--- src/rtl/bcd_pkg.sv ---
// Shared types and constants for the digit-serial BCD ALU.
// No logic; no latency; no backpressure.
package bcd_pkg;

    typedef enum logic [1:0] {
        OP_CLR = 2'b00,
        OP_ADD = 2'b01,
        OP_SUB = 2'b10,
        OP_ADC = 2'b11
    } opcode_e;

    typedef enum logic [1:0] {
        S_IDLE,
        S_RUN,
        S_DONE
    } state_e;

    typedef logic [3:0] bcd_digit_t;

    localparam bcd_digit_t BCD_MAX = 4'd9;

endpackage

--- src/rtl/bcd_digit_adder.sv ---
// Single BCD digit add with decimal correction and optional 9's complement of b.
// Purely combinational; no backpressure.
module bcd_digit_adder
    import bcd_pkg::*;
(
    input  bcd_digit_t a,
    input  bcd_digit_t b,
    input  logic       cin,
    input  logic       sub,
    output bcd_digit_t sum,
    output logic       cout,
    output logic       bad
);

    bcd_digit_t b_eff;
    logic [4:0] s;

    always_comb begin
        b_eff = sub ? (BCD_MAX - b) : b;
        s     = {1'b0, a} + {1'b0, b_eff} + 5'(cin);
        sum   = s[3:0];
        cout  = 1'b0;
        // Binary sums 10..19 wrap into the next decade: add 6, keep low nibble.
        if (s > 5'(BCD_MAX)) begin
            sum  = s[3:0] + 4'd6;
            cout = 1'b1;
        end
        bad = (a > BCD_MAX) || (b > BCD_MAX);
    end

endmodule

--- src/rtl/bcd_serial_alu.sv ---
// Digit-serial BCD add/sub/adc/clr, one digit per clock, LSD first.
// Latency NUM_DIGITS cycles from start edge to done; start ignored while busy.
module bcd_serial_alu
    import bcd_pkg::*;
#(
    parameter  int NUM_DIGITS = 4,
    localparam int DW         = 4 * NUM_DIGITS
) (
    input  logic          clk,
    input  logic          nrst,
    input  logic          start,
    input  logic [1:0]    opcode,
    input  logic [DW-1:0] op1,
    input  logic [DW-1:0] op2,
    output logic          busy,
    output logic          done,
    output logic [DW-1:0] result,
    output logic          c_out,
    output logic          invalid
);

    localparam int            IW   = (NUM_DIGITS > 1) ? $clog2(NUM_DIGITS) : 1;
    localparam logic [IW-1:0] LAST = IW'(NUM_DIGITS - 1);

    state_e          state_q, state_d;
    opcode_e         op_q;
    logic [IW-1:0]   idx_q;
    logic [DW-1:0]   a_sr, b_sr, res_sr, res_full;
    logic            carry_q, bad_q;
    bcd_digit_t      dig_sum;
    logic            dig_cout, dig_bad;
    logic            accept, last;

    bcd_digit_adder u_digit (
        .a    (a_sr[3:0]),
        .b    (b_sr[3:0]),
        .cin  (carry_q),
        .sub  (op_q == OP_SUB),
        .sum  (dig_sum),
        .cout (dig_cout),
        .bad  (dig_bad)
    );

    // New digit enters at the top so digit 0 lands at the bottom after N shifts.
    generate
        if (NUM_DIGITS == 1) begin : g_one
            assign res_full = dig_sum;
        end else begin : g_many
            assign res_full = {dig_sum, res_sr[DW-1:4]};
        end
    endgenerate

    assign accept = start && (state_q != S_RUN);
    assign last   = (state_q == S_RUN) && (idx_q == LAST);
    assign busy   = (state_q == S_RUN);
    assign done   = (state_q == S_DONE);

    always_comb begin
        state_d = state_q;
        case (state_q)
            S_RUN:   if (idx_q == LAST) state_d = S_DONE;
            default: state_d = start ? S_RUN : S_IDLE;
        endcase
    end

    always_ff @(posedge clk or negedge nrst) begin
        if (!nrst) begin
            state_q <= S_IDLE;
            op_q    <= OP_CLR;
            idx_q   <= '0;
            a_sr    <= '0;
            b_sr    <= '0;
            res_sr  <= '0;
            carry_q <= 1'b0;
            bad_q   <= 1'b0;
            result  <= '0;
            c_out   <= 1'b0;
            invalid <= 1'b0;
        end else begin
            state_q <= state_d;
            if (accept) begin
                op_q    <= opcode_e'(opcode);
                a_sr    <= op1;
                b_sr    <= op2;
                res_sr  <= '0;
                idx_q   <= '0;
                bad_q   <= 1'b0;
                case (opcode_e'(opcode))
                    OP_SUB:  carry_q <= 1'b1;
                    OP_ADC:  carry_q <= c_out;
                    default: carry_q <= 1'b0;
                endcase
            end else if (state_q == S_RUN) begin
                a_sr    <= a_sr >> 4;
                b_sr    <= b_sr >> 4;
                res_sr  <= res_full;
                carry_q <= dig_cout;
                bad_q   <= bad_q | dig_bad;
                idx_q   <= idx_q + IW'(1);
                if (last) begin
                    if (op_q == OP_CLR) begin
                        result  <= '0;
                        c_out   <= 1'b0;
                        invalid <= 1'b0;
                    end else if (bad_q || dig_bad) begin
                        result  <= '0;
                        c_out   <= 1'b0;
                        invalid <= 1'b1;
                    end else begin
                        result  <= res_full;
                        // Subtraction reports borrow: no final carry means op1 < op2.
                        c_out   <= (op_q == OP_SUB) ? ~dig_cout : dig_cout;
                        invalid <= 1'b0;
                    end
                end
            end
        end
    end

endmodule

--- config.mk ---
export PLATFORM = sky130hd
export DESIGN_NAME = bcd_serial_alu
export DESIGN_NICKNAME = d
export VERILOG_FILES = /design/src/rtl/bcd_pkg.sv /design/src/rtl/bcd_digit_adder.sv /design/src/rtl/bcd_serial_alu.sv
export SDC_FILE = /design/constraint.sdc
export NUM_CORES = 1
export LEC_CHECK = 0
export ABC_AREA = 1
export BUFFER_PORTS_ARGS = -buffer_cell sky130_fd_sc_hd__buf_2
export CORE_UTILIZATION = 55
export CTS_CLUSTER_SIZE = 10
export DETAILED_ROUTE_END_ITERATION = 10
export PLACE_DENSITY = 0.79
export SYNTH_ARGS = -nofsm -noshare
export SYNTH_HDL_FRONTEND = slang
export SYNTH_SLANG_ARGS = --single-unit
--- constraint.sdc ---
create_clock -name clk -period 6.9 [get_ports clk]
set_input_delay 1.035 -clock clk [delete_from_list [all_inputs] [get_ports clk]]
set_output_delay 1.035 -clock clk [all_outputs]
set_load 0.005 [all_outputs]
### Word-level counts from Yosys, hierarchy flattened

Index checks and enable logic that the tools add are counted.

* register bits: 74
* input bits: 37

* add/subtract/negate cells: 5
* magnitude comparators: 3
* equality and inequality tests: 8
* mux-type cells: 26
* bitwise operators: 3
* reductions and logical operators: 7

Operators with widths (number)
* $mux W16: 8
* $mux W1: 11
* $eq A2 B2 Y1 const B: 5
* $gt A4 B4 Y1 const B: 2
* $mux W2: 4
* $mux W4: 2
* $add A4 B4 Y5: 1
* $add A5 B1 Y5: 1
* $gt A5 B4 Y1 const B: 1
* $add A4 B3 Y4 const B: 1
* $ne A2 B1 Y1 const B: 2
* $sub A4 B4 Y4 const A: 1
* $reduce_and A3 Y1: 1
* $add A2 B1 Y2 const B: 1
* $eq A2 B1 Y1 const B: 1
* $logic_and A1 B1 Y1: 2
* $logic_not A2 Y1: 1
* $logic_or A1 B1 Y1: 2
* $not A1 Y1: 2
* $pmux W1 S2: 1
* $reduce_bool A2 Y1: 1
* $or A1 B1 Y1: 1

### Longest topological paths before layout

Gate-level depths: netlist of run 1.

* depth in word-level cells: 10
* depth in mapped cells: 17
* mapped depth without buffers: 17

### Hierarchy

Synthesis of run 1 repeated with hierarchy kept, for this count alone.

* cells, all modules: 394
* area total of the unflattened synthesis: 3288.2 µm²

Modules (own cells, without submodules)
* bcd_serial_alu: instances 1, cells an instance 331, area an instance 2917.8 µm², seq. area each 1751.7 µm²
* bcd_digit_adder: instances 1, cells an instance 63, area an instance 370.4 µm², seq. area each 0.0 µm²

### Worst setup path after synthesis of run 1

Ideal clock, no wire load.

* path type: reg-to-reg
* start: reg op_q[0]
* end: reg res_sr[15]
* setup time: 118 ps
* data arrival time: 2417 ps
* required time: 6782 ps
* path slack: 4365 ps
* stages on the path, launching flop included: 15
* buffers on the path: 0
* period minus slack after synthesis: 2535 ps
* path through: dfrtp_1 > nor2_1 > xnor2_1 > fa_1 > inv_1 > fa_1 > inv_1 > ha_1 > nand2_1 > a21boi_0 > nand2_1 > nand2_1 > nand2_1 > nand3_1 > nand2_1

* cells in the longest elaborated chain, start to end: 8
* elaborated cells between the ends (all ways): 9
* those cells by class: add/sub (3); order compare (1); eq/ne (1); mux (4)

RTL lines
* start: declaration: RTL line bcd_serial_alu.sv:26 `opcode_e op_q;`
* start signal: assignment: RTL line bcd_serial_alu.sv:82 `op_q <= opcode_e'(opcode);`
* $eq A2 B2 Y1 (*): RTL line bcd_serial_alu.sv:38 `.sub (op_q == OP_SUB),`
* $mux W4 (*): RTL line bcd_digit_adder.sv:19 `b_eff = sub ? (BCD_MAX - b) : b;`
* $add A4 B4 Y5 (*): RTL line bcd_digit_adder.sv:20 `s = {1'b0, a} + {1'b0, b_eff} + 5'(cin);`
* $add A5 B1 Y5 (*): RTL line bcd_digit_adder.sv:20
* $add A4 B3 Y4 / $gt A5 B4 Y1 (equally long branches): RTL line bcd_digit_adder.sv:25, bcd_digit_adder.sv:24
* $mux W4 (*): RTL line bcd_digit_adder.sv:24 `if (s > 5'(BCD_MAX)) begin`
* $mux W16 (*): RTL line bcd_serial_alu.sv:93 `end else if (state_q == S_RUN) begin`
* $mux W16 (*): RTL line bcd_serial_alu.sv:81 `if (accept) begin`
* end signal: assignment: RTL line bcd_serial_alu.sv:96 `res_sr <= res_full;`
* end: declaration: RTL line bcd_serial_alu.sv:28 `logic [DW-1:0] a_sr, b_sr, res_sr, res_full;`

Mark *: on every way between the ends. The rest lies on a longest branch, timed or not. The select of a mux whose other input is x is not followed.
A chain may end at the register's enable or synchronous reset.

### Worst setup path in the final report of run 1

* start: reg op_q[0]
* end: reg res_sr[14]

Same word-level chain as after synthesis.

==> flow_summary.json, run 1 <==
{
  "viasPerCell": 5.26,
  "rows": 26,
  "r2r-end": "res_sr[14]$_DFFE_PN0P_",
  "ctsHoldBuffers": 0,
  "layout-drive-gt1-share": 0.188,
  "dr.first_iter.drc_count": 203,
  "cts-buffers-inserted": 9,
  "root_buffer": "clkbuf_8",
  "die-area_um2": 5950,
  "netlist_area_um2": 3110,
  "min_from": "result[14]$_DFFE_PN0P_",
  "final_common_cell": "nand2_1",
  "p_leak_nw": 1.85,
  "grtUsageTotal": 0.250,
  "setup_violations": 0,
  "whs_ns": 0.476,
  "start_util": 0.590,
  "grt_pass1_vias": 2471,
  "vias": 2495,
  "numPortBuffers": 56,
  "critPathCaptureType": "register",
  "grt_antenna_before_repair": 0,
  "routed.top_layer": "met4",
  "routed-wl-met2_mm": 2.86,
  "irDropWorstVdd_mv": 0.293,
  "diodes": 0,
  "final.setup.tns_ns": 0,
  "cp_max_fo": 6,
  "wirelength_mm": 6.33,
  "fmax_mhz": 335,
  "worst_pin_slew_ns": 0.966,
  "worst-setup-path-type": "reg -> reg",
  "pre_cts_ws_ns": 3.90,
  "wl_met3_um": 368,
  "min_path_type": "reg -> reg",
  "yosys_most_used_dff": "dfrtp_1",
  "drt-met1-wl_mm": 3.03,
  "grt_max_degree": 71,
  "setup_ws_ns": 3.92,
  "min_period_ns": 2.98,
  "maxCapViolCount": 0,
  "final_nets": 448,
  "ctsResizeCount": 0,
  "overflow": 0,
  "layout_common_cells": "107 x nand2_1, 70 x dfrtp_1, 56 x buf_2",
  "clk_pin_slew_ns": 0.07,
  "gp_congestion": 0.867,
  "h-tree-depth": 3,
  "fin_cells": 474,
  "yosysWarnings": 0,
  "synth_area_per_cell_um2": 8.93,
  "status": "completed",
  "rr_worst_depth": 15,
  "yosysUniqueCellTypes": 24,
  "synth_top_cell_by_area": "dfrtp_1",
  "numClockSinks": 70,
  "powerDensity_nw_per_um2": 479,
  "die_x_um": 77.2,
  "grt_pass1_wl_mm": 11.5,
  "critPathArrivalTime_ns": 3.22,
  "ioPinCount": 57,
  "core_region_area_um2": 5270,
  "rsz0062_at_grt": "no",
  "cp.required_ns": 7.13,
  "finClkSkew_ns": 0.0125,
  "dp_cells": 462,
  "start_kind": "register",
  "drt-pass1-iter-count": 4,
  "synth_area_leaders": "dfrtp_1 56%, nand2_1 13%, inv_1 5.6%, nand3_1 4.3%, ha_1 2.4%",
  "finalHoldViolCount": 0,
  "route.antenna.remaining_nets": 0,
  "clkLatencyLatePin_ns": 0.34,
  "area_delta_synth_final_pct": 15.2,
  "whs_path_depth": 2,
  "min_to": "result[14]$_DFFE_PN0P_",
  "yosysSeqAreaShare": 0.564,
  "wl_per_cell_um": 13.4,
  "cts_tree": "yes",
  "cts.path.max_buffers": 2,
  "slew_headroom": 0.356,
  "r2r-start": "op_q[0]$_DFFE_PN0P_",
  "synthCells": 348,
  "postCtsSetupBuffers": 0,
  "synth_top_cell_area_share": 0.564,
  "drcViolationCount": 0,
  "hpwlAfterDp_mm": 4.33,
  "slew_viol_final": 0,
  "synthArstFlopShare": 1.00,
  "rrSetupSlack_ns": 3.92,
  "synthesis.nets": 393,
  "synth_edf_count": 0,
  "timing.final.crit_share": 0.432,
  "ys_seq_elements": 70,
  "die_h_um": 77.2
}
[flip-flops by register name (all words and copies together), names as in the netlist, 2 cells and up]
signal,count
a_sr,16
b_sr,16
idx_q,2
op_q,2
res_sr,12
result,16
state_q,2
[report_power, final]
| group | internal, mW | switching (mW) |
|---|---|---|
| logic | 0.288 | 0.499 |
| registers | 0.577 | 0.0776 |
| clock network | 0.131 | 0.142 |
[through the flow]
| step | cell area, um2 | utilization | total power [mW] |
|---|---|---|---|
| 2_1_floorplan | 3110 | - | 1.24 |
| 3_3_place_gp | 3430 | 0.651 | 1.41 |
| 3_5_place_dp | 3430 | 0.651 | 1.45 |
| 4_1_cts | 3580 | 0.679 | 1.72 |
| 5_1_grt | 3580 | 0.679 | 1.89 |
| 6_report | 3580 | 0.679 | 1.71 |
[cells by family (layout without fill, tap and decap cells)]
logic type | count (synthesis) | count (layout) | share of synthesized area
compound gates | 58 | 58 | 0.120
fa+ha+maj | 8 | 8 | 0.0371
simple gates | 148 | 148 | 0.196
buf+inv | 62 | 118 | 0.0777
flops | 70 | 70 | 0.564
xor+xnor | 2 | 2 | 0.00564
[critical path: stages (launching register included)]
cell and delay [ns]:
dfrtp_1 0.39, nor2_1 0.38, xnor2_1 0.19, fa_1 0.21, inv_1 0.08, fa_1 0.41, nand2_1 0.10, nand2_1 0.10
ha_1 0.24, nand2_1 0.07, a21boi_0 0.19, nand2_1 0.12, nand2_1 0.15, nand2_1 0.10, nand3_1 0.09, nand2_1 0.05
[per-layer routing]
layer | vias up | GRT usage
met4 | 0 | 0.0943
met5 | - | 0
met2 | 82 | 0.373
met3 | 5 | 0.0643
li1 | 1232 | -
met1 | 1176 | 0.352
[how the worst max path moves through the flow]
stage / startpoint / endpoint / slack (ns) / cells after the start
2_1_floorplan: op_q[0]$_DFFE_PN0P_ / res_sr[15]$_DFFE_PN0P_ / 4.37 / 14
3_3_place_gp: start / b_sr[2]$_DFFE_PN0P_ / 3.96 / 4
3_5_place_dp: start / b_sr[1]$_DFFE_PN0P_ / 3.90 / 4
4_1_cts: op_q[0]$_DFFE_PN0P_ / result[15]$_DFFE_PN0P_ / 3.92 / 15
5_1_grt: op_q[0]$_DFFE_PN0P_ / result[15]$_DFFE_PN0P_ / 3.58 / 16
6_report: op_q[0]$_DFFE_PN0P_ / res_sr[14]$_DFFE_PN0P_ / 3.92 / 15
[cells in the mapped netlist, types with 3 or more instances]
cell type  number
nand2_1       107
dfrtp_1        70
inv_1          46
nand3_1        27
o21ai_0        14
nor2_1         10
o21ai_1        10
o22ai_1         9
o211ai_1        8
o221ai_1        8
buf_2           7
clkbuf_1        6
ha_1            6
a22o_1          4
a21oi_1         3
[area by class of cell]
class                           count  area (um2)
Sequential cell                    70        1750
Fill cell                         415        1690
Multi-Input combinational cell    216        1110
Timing Repair Buffer               58         295
Inverter                           48         180
Clock buffer                       10         138
Tap cell                           70        87.6
Clock inverter                      2        12.5
Power figures use the tool's default switching activity.
==> run 2: changes to the inputs <==
ABC_AREA = 0   (was 1)
CORE_UTILIZATION = 50   (was 55)
PLACE_DENSITY = 0.75   (was 0.79)
clock period = 2.5 ns   (was 6.9 ns; I/O delays follow)
==> flow_summary.json, run 2 <==
{
  "start_util": 0.528,
  "slew_viol_final": 0,
  "synth_edf_count": 0,
  "status": "finished, violations left",
  "dr.first_iter.drc_count": 82,
  "p_leak_nw": 2.04,
  "overflow": 0,
  "yosysWarnings": 0,
  "timing.final.crit_share": 1.10,
  "root_buffer": "clkbuf_8",
  "core_region_area_um2": 6060,
  "rows": 28,
  "hpwlAfterDp_mm": 4.33,
  "drt-pass1-iter-count": 4,
  "diodes": 0,
  "clkLatencyLatePin_ns": 0.35,
  "fmax_mhz": 364,
  "layout_common_cells": "70 x dfrtp_1, 56 x buf_2, 53 x nand2_1",
  "route.antenna.remaining_nets": 0,
  "synth_common_cells": "70 x dfrtp_1, 53 x nand2_1, 36 x o21ai_0",
  "setup_ws_ns": -0.246,
  "worst-setup-path-type": "reg -> reg",
  "final_common_cell": "dfrtp_1",
  "numPortBuffers": 56,
  "start_kind": "register",
  "powerDensity_nw_per_um2": 1500,
  "h-tree-depth": 3,
  "cts-buffers-inserted": 9,
  "ioPinCount": 57,
  "drcViolationCount": 0,
  "min_period_ns": 2.75,
  "grtUsageTotal": 0.207,
  "yosysUniqueCellTypes": 34,
  "vias": 2329,
  "cts.path.max_buffers": 2,
  "grt_pass1_vias": 2273,
  "synth_area_per_cell_um2": 10.7,
  "clk_pin_slew_ns": 0.08,
  "whs_ns": 0.274,
  "grt_max_degree": 40,
  "finalHoldViolCount": 0,
  "worst_pin_slew_ns": 0.483,
  "reg_top3": "a_sr x16, b_sr x16, result x16",
  "gp_congestion": 0.838,
  "grt_pass1_wl_mm": 10.2,
  "die_x_um": 82.0,
  "final_nets": 415,
  "wirelength_mm": 6.36,
  "synthCells": 298,
  "die-area_um2": 6730,
  "min_path_type": "in -> reg",
  "slew_headroom": 0.678,
  "irDropWorstVdd_mv": 0.934,
  "yosys_most_used_dff": "dfrtp_1",
  "cts_tree": "yes",
  "rsz0062_at_grt": "yes",
  "synth.most_common_cell": "dfrtp_1",
  "viasPerCell": 5.18,
  "layout-drive-gt1-share": 0.309,
  "yosysSeqAreaShare": 0.547,
  "area_delta_synth_final_pct": 24.1,
  "synthesis.nets": 343,
  "critPathCaptureType": "register",
  "cp_max_fo": 4,
  "netlist_area_um2": 3200,
  "die_h_um": 82.0,
  "synth_top_cell_area_share": 0.547,
  "final.setup.tns_ns": -1.22,
  "ys_seq_elements": 70,
  "critPathArrivalTime_ns": 3.02,
  "setup_violations": 8,
  "cp.required_ns": 2.77,
  "maxCapViolCount": 0,
  "numClockSinks": 70,
  "violations": "setup timing",
  "finClkSkew_ns": 0.0100,
  "grt_antenna_before_repair": 0,
  "wl_per_cell_um": 14.1,
  "synth_top_cell_by_area": "dfrtp_1",
  "synthArstFlopShare": 1.00,
  "synth_area_leaders": "dfrtp_1 55%, mux2i_1 10%, nand2_1 6.2%, o21ai_0 5.6%, a22o_1 3.8%"
}
==> run 2: changes by cell type after synthesis, sizes merged, moves of 4 or more <==
| cell | delta |
|---|---|
| a22o | +10 |
| o21ai | +14 |
| o211ai | -7 |
| nand3 | -27 |
| nand3b | +14 |
| mux2i | +32 |
| nand2 | -54 |
| clkbuf | +4 |
| o22ai | -8 |
| inv | -38 |
| o221ai | -8 |
==> run 2: worst paths after layout <==
check,start,to,slack (ns),cells after the start
setup / recovery,op_q[0]$_DFFE_PN0P_,result[14]$_DFFE_PN0P_,-0.25,11
hold / removal,op1[13],a_sr[13]$_DFFE_PN0P_,0.27,3
setup reg to reg,op_q[0]$_DFFE_PN0P_,result[14]$_DFFE_PN0P_,-0.25,11
hold reg to reg,a_sr[13]$_DFFE_PN0P_,a_sr[9]$_DFFE_PN0P_,0.48,2
max in group asynchronous,nrst,b_sr[1]$_DFFE_PN0P_,1.26,3
min in group asynchronous,nrst,result[1]$_DFFE_PN0P_,0.51,2
==> run 2: repair_timing <==
action,CTS,global route
hold endpoints to repair,21,0
hold buffers,1,0
setup endpoints to repair,7,8
pin swaps,3,3
resized for setup,7,4
buffers inserted,3,2
==> run 2: report_power, final <==
part | total [mW] | internal [mW] | switching [mW] | leakage [nW]
Sequential | 1.87 | 1.60 | 0.265 | 0.916
Clock | 0.943 | 0.493 | 0.450 | 0.103
Combinational | 3.16 | 1.63 | 1.53 | 1.02
Total | 5.97 | 3.72 | 2.25 | 2.04
==> run 2: metal layers <==
metal	vias to the layer above	track usage	routed length, um
li1	1166	-	-
met1	1103	0.244	2910
met2	50	0.353	3090
met5	-	0	0
met4	0	0.0895	98
met3	10	0.0556	266
==> run 2: worst max-delay path, stage by stage (launching register included) <==
cell and delay [ns]:
dfrtp_1 0.41, nor2b_4 0.15, xnor2_2 0.12, fa_2 0.23, inv_2 0.04, fa_2 0.53, inv_2 0.06, ha_4 0.15
and2_4 0.13, o41a_1 0.39, mux2_4 0.34, o21ai_2 0.12
==> run 2: area by class of cell <==
| cell class | instances | area (um2) |
|---|---|---|
| clock buffer | 10 | 138 |
| tap | 75 | 93.8 |
| fill | 487 | 2090 |
| clock inverter | 6 | 68.8 |
| inverter | 10 | 37.5 |
| timing repair buffer | 80 | 475 |
| multi-input combinational | 199 | 1410 |
| sequential | 70 | 1750 |
==> run 2: logic make-up (layout without fill, tap and decap cells) <==
logic type	count (synthesis)	in the layout	synth area share
simple gates	90	90	0.134
flops	70	70	0.547
mux	34	34	0.108
fa+ha+maj	8	8	0.0360
xor+xnor	5	5	0.0137
compound gates	62	62	0.123
buf+inv	29	106	0.0383
==> run 2: through the flow <==
stage | cells | power, mW | cell area, um2 | util | setup slack [ns]
floorplan | 298 | 3.65 | 3230 | - | -0.212
global placement | 428 | 4.35 | 3670 | 0.606 | -0.169
CTS | 448 | 5.74 | 3930 | 0.649 | -0.225
global route | 450 | 6.40 | 3970 | 0.655 | -0.356
finish | 450 | 5.97 | 3970 | 0.655 | -0.246
detailed placement | 428 | 4.48 | 3670 | 0.606 | -0.242
==> run 3: changes to the inputs <==
CORE_UTILIZATION = 55   (was 50)
PLACE_DENSITY = not set   (was 0.75)
PLACE_DENSITY_LB_ADDON = 0.25   (was not set)
clock period = 2.81 ns   (was 2.5 ns; I/O delays follow)
==> flow_summary.json, run 3 (synthesized netlist as in run 2, its figures left out) <==
{
  "drt-pass1-iter-count": 6,
  "critPathArrivalTime_ns": 2.98,
  "cts.path.max_buffers": 2,
  "grt_pass1_wl_mm": 10.6,
  "p_leak_nw": 2.00,
  "overflow": 0,
  "reg_top3": "a_sr x16, b_sr x16, result x16",
  "ctsHoldBuffers": 0,
  "rsz0062_at_grt": "yes",
  "timing.final.crit_share": 0.965,
  "status": "completed",
  "die_h_um": 78.3,
  "start_kind": "register",
  "slew_viol_final": 0,
  "dpl_cell_area_um2": 3610,
  "rows": 27,
  "start_util": 0.574,
  "path_buf_inv": 2,
  "cts-buffers-inserted": 9,
  "slowest_stage": "fa_2",
  "cp.required_ns": 3.08,
  "critPathCaptureType": "register",
  "min_period_ns": 2.71,
  "gp_congestion": 0.784,
  "numClockSinks": 70,
  "cts_tree": "yes",
  "dr.first_iter.drc_count": 106,
  "ioPinCount": 57,
  "wl_per_cell_um": 13.7,
  "grt_antenna_before_repair": 0,
  "worst-setup-path-type": "reg -> reg",
  "h-tree-depth": 3,
  "cp_cell_sequence": "nor2b_4 -> xnor2_2 -> fa_2 -> inv_2 -> fa_2 -> inv_2 -> ha_4 -> and2_4 -> o41a_1 -> mux2_4 -> o21ai_2",
  "wirelength_mm": 6.03,
  "irDropWorstVdd_mv": 0.812,
  "root_buffer": "clkbuf_8",
  "grt_max_degree": 45,
  "finalHoldViolCount": 0,
  "powerDensity_nw_per_um2": 1270,
  "core_region_area_um2": 5570,
  "maxCapViolCount": 0,
  "cp_max_fo": 3,
  "final_cell_area_um2": 3900,
  "setup_violations": 0,
  "fmax_mhz": 369,
  "area_delta_synth_final_pct": 21.7,
  "path_delay_family": "adder cells",
  "post-route-util": 0.699,
  "drcViolationCount": 0,
  "die-area_um2": 6130,
  "worst_pin_slew_ns": 0.661,
  "viasPerCell": 5.33,
  "final_common_cell": "dfrtp_1",
  "slew_headroom": 0.559,
  "finClkSkew_ns": 0.0115,
  "layout-drive-gt1-share": 0.289,
  "numPortBuffers": 56,
  "diodes": 0,
  "hpwlAfterDp_mm": 4.17,
  "route.antenna.remaining_nets": 0,
  "cpPeakStageDelay_ns": 0.53,
  "vias": 2340,
  "clkLatencyLatePin_ns": 0.34,
  "final_nets": 407,
  "grtUsageTotal": 0.227,
  "die_x_um": 78.3,
  "clk_pin_slew_ns": 0.08,
  "min_path_type": "in -> async",
  "layout_common_cells": "70 x dfrtp_1, 56 x buf_2, 53 x nand2_1",
  "grt_pass1_vias": 2304
}
## run 3: cell types whose count changed in the layout (fill, tap and decap cells not counted), sizes merged
cell and delta:
buf -7, bufinv +1, clkbuf -1, clkinv +1, clkinvlp -1, dlygate4sd3 -1
## run 3: power by group
group	internal (mW)	leakage, nW	switching, mW
Sequential	1.43	0.916	0.244
Clock	0.502	0.114	0.388
Combinational	1.19	0.969	1.20
Total	3.12	2.00	1.83
## run 3: final timing paths
check                                  startpoint                      to  slack, ns  cells after the start
min in group clk                          op2[14]    b_sr[14]$_DFFE_PN0P_       0.32                      3
max                           op_q[0]$_DFFE_PN0P_  result[14]$_DFFE_PN0P_        0.1                     11
max reg2reg                   op_q[0]$_DFFE_PN0P_  result[14]$_DFFE_PN0P_        0.1                     11
max in group asynchronous                    nrst    b_sr[12]$_DFFE_PN0P_       2.06                      2
min reg2reg                result[12]$_DFFE_PN0P_  result[12]$_DFFE_PN0P_       0.48                      2
min                                          nrst  state_q[1]$_DFFE_PN0P_       0.11                      1
## run 3: worst register-to-register path, delay by kind of cell (launching register included)
family / cells / cell delay [ns]
buffers and inverters: 2 / 0.09
AND/OR/NAND/NOR: 2 / 0.27
AO/OA/AOI/OAI: 2 / 0.49
flip-flops: 1 / 0.41
adder cells (fa/ha/maj): 3 / 0.90
XOR/XNOR: 1 / 0.13
multiplexers: 1 / 0.34
## run 3: area by class of cell
class | instances | area (um2)
sequential | 70 | 1750
fill | 457 | 1680
multi-input combinational | 199 | 1380
timing repair buffer | 72 | 413
clock buffer | 9 | 124
clock inverter | 7 | 96.3
tap | 72 | 90.1
inverter | 10 | 37.5
## run 3: through the flow
step	setup slack [ns]	power [mW]	hold WS (ns)	std cells	TNS (ns)
after CTS	-0.00852	4.99	0.119	439	-0.00852
after detailed placement	-0.00996	3.85	0.469	421	-0.00996
after global placement	0.0839	3.74	0.457	421	0
final	0.0997	4.95	0.109	439	0
after global routing	-0.0166	5.37	0.165	439	-0.0249
after floorplan	0.0467	3.15	0.126	298	0
## run 3: what timing repair did
action                                  CTS  global route
pin swaps                                 6             4
gates resized for setup                  11             1
endpoints found under the hold margin     0             0
setup buffers                             2             0
endpoints found under the setup margin    2             6
## run 3: layer usage
layer,vias up,track usage,share of wire
met2,52,0.371,0.49
met5,-,0,0
met1,1126,0.295,0.45
met4,0,0.102,0.017
met3,9,0.0430,0.043
li1,1153,-,-
